`src/rtl/mem_access_unit.sv`:
```
// mem_access_unit: RISC-V load/store front-end to a word-addressed memory, with
// lane extraction, sign/zero extension, sub-word read-modify-write and request checking.
module mem_access_unit #(
    parameter int MEM_WORDS = 256
) (
    input  logic        clk,
    input  logic        reset,
    input  logic        req,
    input  logic        we,
    input  logic [2:0]  funct3,
    input  logic [31:0] addr,
    input  logic [31:0] wdata,
    output logic        busy,
    output logic        done,
    output logic        err,
    output logic [31:0] rdata,
    output logic [31:0] mem_address,
    output logic [31:0] mem_write_data,
    output logic        mem_write,
    input  logic [31:0] mem_read_data
);
    typedef enum logic [1:0] {S_IDLE, S_ACCESS, S_WRITE, S_DONE} state_t;
    localparam logic [29:0] LP_LIMIT = 30'(MEM_WORDS);

    state_t      r_state, w_next;
    logic        r_we, r_err;
    logic [2:0]  r_funct3;
    logic [31:0] r_addr, r_wdata, r_rdata, r_merge;
    logic        w_bad, w_sub_store;
    logic [4:0]  w_sh;
    logic [31:0] w_lane, w_load, w_mask, w_merged;

    assign w_bad = (funct3 == 3'b011) | (funct3[2:1] == 2'b11) | (we & funct3[2])
                 | ((funct3[1:0] == 2'b01) & addr[0]) | ((funct3[1:0] == 2'b10) & |addr[1:0])
                 | (addr[31:2] >= LP_LIMIT);
    assign w_sub_store = r_we & ~r_funct3[1];
    assign w_sh        = {r_addr[1:0], 3'b000};
    assign w_lane      = mem_read_data >> w_sh;
    // funct3[2] selects zero extension; funct3[1:0] selects the access size
    assign w_load   = r_funct3[1] ? mem_read_data
                    : r_funct3[0] ? {{16{~r_funct3[2] & w_lane[15]}}, w_lane[15:0]}
                    : {{24{~r_funct3[2] & w_lane[7]}}, w_lane[7:0]};
    assign w_mask   = r_funct3[0] ? (32'h0000FFFF << w_sh) : (32'h000000FF << w_sh);
    assign w_merged = (mem_read_data & ~w_mask) | ((r_wdata << w_sh) & w_mask);
    assign rdata    = r_rdata;

    always_ff @(posedge clk or posedge reset) begin
        if (reset) r_state <= S_IDLE;
        else       r_state <= w_next;
    end

    always_comb begin
        w_next = r_state;
        case (r_state)
            S_IDLE:   w_next = req ? (w_bad ? S_DONE : S_ACCESS) : S_IDLE;
            S_ACCESS: w_next = w_sub_store ? S_WRITE : S_DONE;
            S_WRITE:  w_next = S_DONE;
            default:  w_next = S_IDLE;
        endcase
    end

    always_comb begin
        busy           = r_state != S_IDLE;
        done           = r_state == S_DONE;
        err            = done & r_err;
        mem_address    = (r_state == S_ACCESS || r_state == S_WRITE) ? {r_addr[31:2], 2'b00} : 32'd0;
        mem_write      = (r_state == S_WRITE) | ((r_state == S_ACCESS) & r_we & r_funct3[1]);
        mem_write_data = (r_state == S_WRITE) ? r_merge : r_wdata;
    end

    always_ff @(posedge clk or posedge reset) begin
        if (reset) begin
            r_we     <= 1'b0;
            r_err    <= 1'b0;
            r_funct3 <= 3'd0;
            r_addr   <= 32'd0;
            r_wdata  <= 32'd0;
            r_rdata  <= 32'd0;
            r_merge  <= 32'd0;
        end else if (r_state == S_IDLE && req) begin
            r_we     <= we;
            r_err    <= w_bad;
            r_funct3 <= funct3;
            r_addr   <= addr;
            r_wdata  <= wdata;
            r_rdata  <= 32'd0;
        end else if (r_state == S_ACCESS) begin
            if (!r_we) r_rdata <= w_load;
            if (w_sub_store) r_merge <= w_merged;
        end
    end
endmodule

```
`config.mk`:
```
export PLATFORM = sky130hd
export DESIGN_NAME = mem_access_unit
export DESIGN_NICKNAME = d
export VERILOG_FILES = /design/src/rtl/mem_access_unit.sv
export SDC_FILE = /design/constraint.sdc
export NUM_CORES = 1
export LEC_CHECK = 0
export ABC_AREA = 1
export CORE_UTILIZATION = 30
export DETAILED_ROUTE_END_ITERATION = 16
export PLACE_DENSITY_LB_ADDON = 0.2
export REMOVE_ABC_BUFFERS = 1
export SKIP_CTS_REPAIR_TIMING = 1
export SLEW_MARGIN = 30
export SYNTH_ARGS = -nofsm -noshare
export SYNTH_HDL_FRONTEND = slang
export SYNTH_SLANG_ARGS = --single-unit
```
`constraint.sdc`:
```
create_clock -name clk -period 9.1 [get_ports clk]
set_input_delay 1.82 -clock clk [delete_from_list [all_inputs] [get_ports clk]]
set_output_delay 1.82 -clock clk [all_outputs]
set_load 0.005 [all_outputs]
```
==> results.sh <==
export IMPL_first_iter_violations=502
export IMPL_finClkSkew_ns=0.008601
export IMPL_async_reset_ff_frac=1.000
export IMPL_ys_types=27
export IMPL_cts_buffers=17
export IMPL_yosys_top_cells_area="dfrtp_1 48%, nand2_1 22%, o21ai_0 7.3%, inv_1 5.0%, o211ai_1 3.4%"
export IMPL_die_h_um=155.9
export IMPL_status="finished clean"
export IMPL_reg2reg_slack_ns=6.54
export IMPL_fillers=2386
export IMPL_grt_pass1_wl_um=35980
export IMPL_ys_seq_area_frac=0.4757
export IMPL_tightest_slew_ns=0.8977
export IMPL_maxSlewHeadroom=0.4015
export IMPL_rsz0062_at_grt="no"
export IMPL_avgSynthCellArea_um2=7.217
export IMPL_clockRootBuffer="clkbuf_16"
export IMPL_insertedDiodeCount=0
export IMPL_post_drt_wl_per_cell_um=15.71
export IMPL_multi_input_area_mm2=0.003089
export IMPL_hold_path_class="flip-flop to flip-flop"
export IMPL_critPathBufInv=4
export IMPL_fin_tns_setup_ns=0
export IMPL_pwr_density_cell_mw_per_mm2=347.6
export IMPL_cpPeakStageDelay_ns=0.57
export IMPL_gp_congestion=0.7940
export IMPL_cp_max_fo=59
export IMPL_synthSimpleGateAreaFrac=0.2798
export IMPL_antenna_found_initial=2
export IMPL_ff_latch_area_mm2=0.003378
export IMPL_nNetsFinal=1262
export IMPL_required_ns=7.28
export IMPL_initial_core_util=0.3099
export IMPL_synth_top_family_by_area="simple AND/OR/NAND/NOR gates"
export IMPL_period_needed_ns=4.508
export IMPL_clk_pin_slew_ns=0.06
export IMPL_drv_slew=0
export IMPL_timing_fmax_ghz=0.2218
export IMPL_syn2layout_area_growth_pct=38.50
export IMPL_synth_xor_area_frac=0
export IMPL_post_route_period_util=0.4954
export IMPL_fp_coreArea_mm2=0.02292
export IMPL_cpMostUsedCell="inv_1"
export IMPL_p_int_w=0.001994
export IMPL_syn_cell_area_mm2=0.007102
export IMPL_vias_per_cell=4.597
export IMPL_critical_path_cell_chain="inv_1 -> ha_2 -> buf_4 -> inv_1 -> o21ai_0 -> clkdlybuf4s50_1"
export IMPL_ys_top_cells_by_count="422 x nand2_1, 135 x dfrtp_1, 104 x o21ai_0, 95 x inv_1, 41 x nor2_1"
export IMPL_power_leakage_nw=4.832
export IMPL_cts_tree="yes"
export IMPL_clock_path_buffers=2
export IMPL_die_w_um=155.9
export IMPL_clock_latency_ns=0.42
export IMPL_cts_sinks=135
export IMPL_drc=0
export IMPL_wirelength_um=23240
export IMPL_p_clk_frac=0.186
export IMPL_cp_data_arrival_time_ns=2.69
export IMPL_synth_main_ff_cell="dfrtp_1"
export IMPL_vdd_drop_max_mv=0.1702
export IMPL_drive_gt1_frac=0.06089
export IMPL_portBuffers=200
export IMPL_hold_slack_ns=0.4742
export IMPL_ctsHtreeMaxLevel=4
export IMPL_yosys_area_top_type_share=0.4757
export IMPL_path_class="flip-flop to output port"
export IMPL_synthMostInstantiatedCell="nand2_1"
export IMPL_seqPwrFrac=0.299
export IMPL_yosysWarnings=0
export IMPL_stdcell_count=1479
export IMPL_endpoint_kind="output port"
export IMPL_synth_enable_flop_cells=0
export IMPL_grt_overflow=0
export IMPL_synthMuxAreaShare=0
export IMPL_dieArea_mm2=0.02429
export IMPL_swShare=0.4167
export IMPL_power_switching_w=0.001425
export IMPL_numPlacedInstances=1449
export IMPL_max_cap_violations=0
export IMPL_slowest_stage="clkdlybuf4s50_1"
export IMPL_synth_compound_area_frac=0.1450
export IMPL_io_pins=203
export IMPL_startpoint_type="flip-flop"
export IMPL_ys_ff_latch=135
export IMPL_drt_antenna_violating_nets=0
export IMPL_yosys_area_top_type="dfrtp_1"
export IMPL_combPwrFrac=0.516
export IMPL_dr_pass1_iters=7
export IMPL_cp_top_family="buffers and inverters"
export IMPL_route_vias_total=6799
export IMPL_synthAdderAreaFrac=0.007047
export IMPL_grt_pass1_vias=6457
export IMPL_setup_viol=0
export IMPL_grt_usage=0.1955
export IMPL_grt_max_degree=90
export IMPL_dp_hpwl_um=16030
export IMPL_rows=55
export IMPL_hold_viol=0
export IMPL_syn_inst=984
==> state kept, by name, indices dropped and copies added, names as in the netlist <==
name	count
r_funct3	3
r_state	2
r_err	1
r_addr	32
rdata	32
r_we	1
r_merge	32
r_wdata	32
==> power groups by stage <==
stage | Sequential [W] | Combinational [W] | Clock (W)
after global placement | 0.00103 | 0.00176 | 0
after global routing | 0.00106 | 0.00198 | 0.000676
after floorplan | 0.00100 | 0.000918 | 0
final | 0.00102 | 0.00176 | 0.000635
after CTS | 0.00102 | 0.00178 | 0.000650
after detailed placement | 0.00103 | 0.00177 | 0
==> path summary, 6_finish.rpt <==
| kind | start | endpoint | cells after the start |
|---|---|---|---|
| max | r_state[0] | mem_write_data[31] | 6 |
| min | rdata[17] | rdata[17] | 2 |
| max reg2reg | r_addr[1] | r_merge[18] | 6 |
| min reg2reg | rdata[17] | rdata[17] | 2 |
| max in group asynchronous | reset | r_merge[12] | 3 |
| min in group asynchronous | reset | r_addr[2] | 2 |
==> logic make-up (layout without fill, tap and decap cells) <==
| group | after synthesis | in the layout |
|---|---|---|
| adder cells (fa/ha/maj) | 4 | 4 |
| AND/OR/NAND/NOR | 501 | 501 |
| other | 1 | 2 |
| flip-flops | 135 | 135 |
| buffers and inverters | 158 | 339 |
| AO/OA/AOI/OAI | 185 | 185 |
==> worst register-to-register path, cell delays in order (launching register included) <==
cell	delay [ns]
dfrtp_1	0.54
inv_2	0.34
nand2_4	0.22
o21ai_1	0.74
inv_1	0.29
a21oi_1	0.23
a21oi_1	0.09
==> layout make-up <==
class	count	area share
flip-flops and latches	135	0.3435
multi-input cells	692	0.3141
repair buffers	206	0.2085
clock buffers	22	0.04923
inverters	103	0.03982
well taps	313	0.03982
clock inverters	8	0.005088
==> cell usage in the layout, fill, tap and decap left out, types with 5 or more instances in the layout <==
master	n
a21oi_1	31
buf_4	5
clkbuf_16	17
clkdlybuf4s50_1	200
dfrtp_1	135
inv_1	93
inv_2	9
nand2_1	422
nand2_2	14
nand3_1	14
nor2_1	41
o211ai_1	32
o21ai_0	104
o21ai_1	9
==> through the flow <==
| step | total power (W) | worst slack [ns] | util | area [um^2] |
|---|---|---|---|---|
| 2_1_floorplan | 0.001921 | 3.669 | - | 6839 |
| 3_3_place_gp | 0.002782 | 4.194 | 0.4052 | 9285 |
| 3_5_place_dp | 0.002795 | 4.155 | 0.4053 | 9288 |
| 4_1_cts | 0.003452 | 4.535 | 0.4286 | 9822 |
| 5_1_grt | 0.003709 | 4.371 | 0.4292 | 9836 |
| 6_report | 0.003419 | 4.592 | 0.4292 | 9836 |
==> metal layers <==
layer,GRT usage,wire [um]
met4,0.06069,316
met5,0,13
met2,0.2923,10170
met3,0.05833,2004
met1,0.2696,10730
Note: power is estimated with default switching activity, not from simulation.
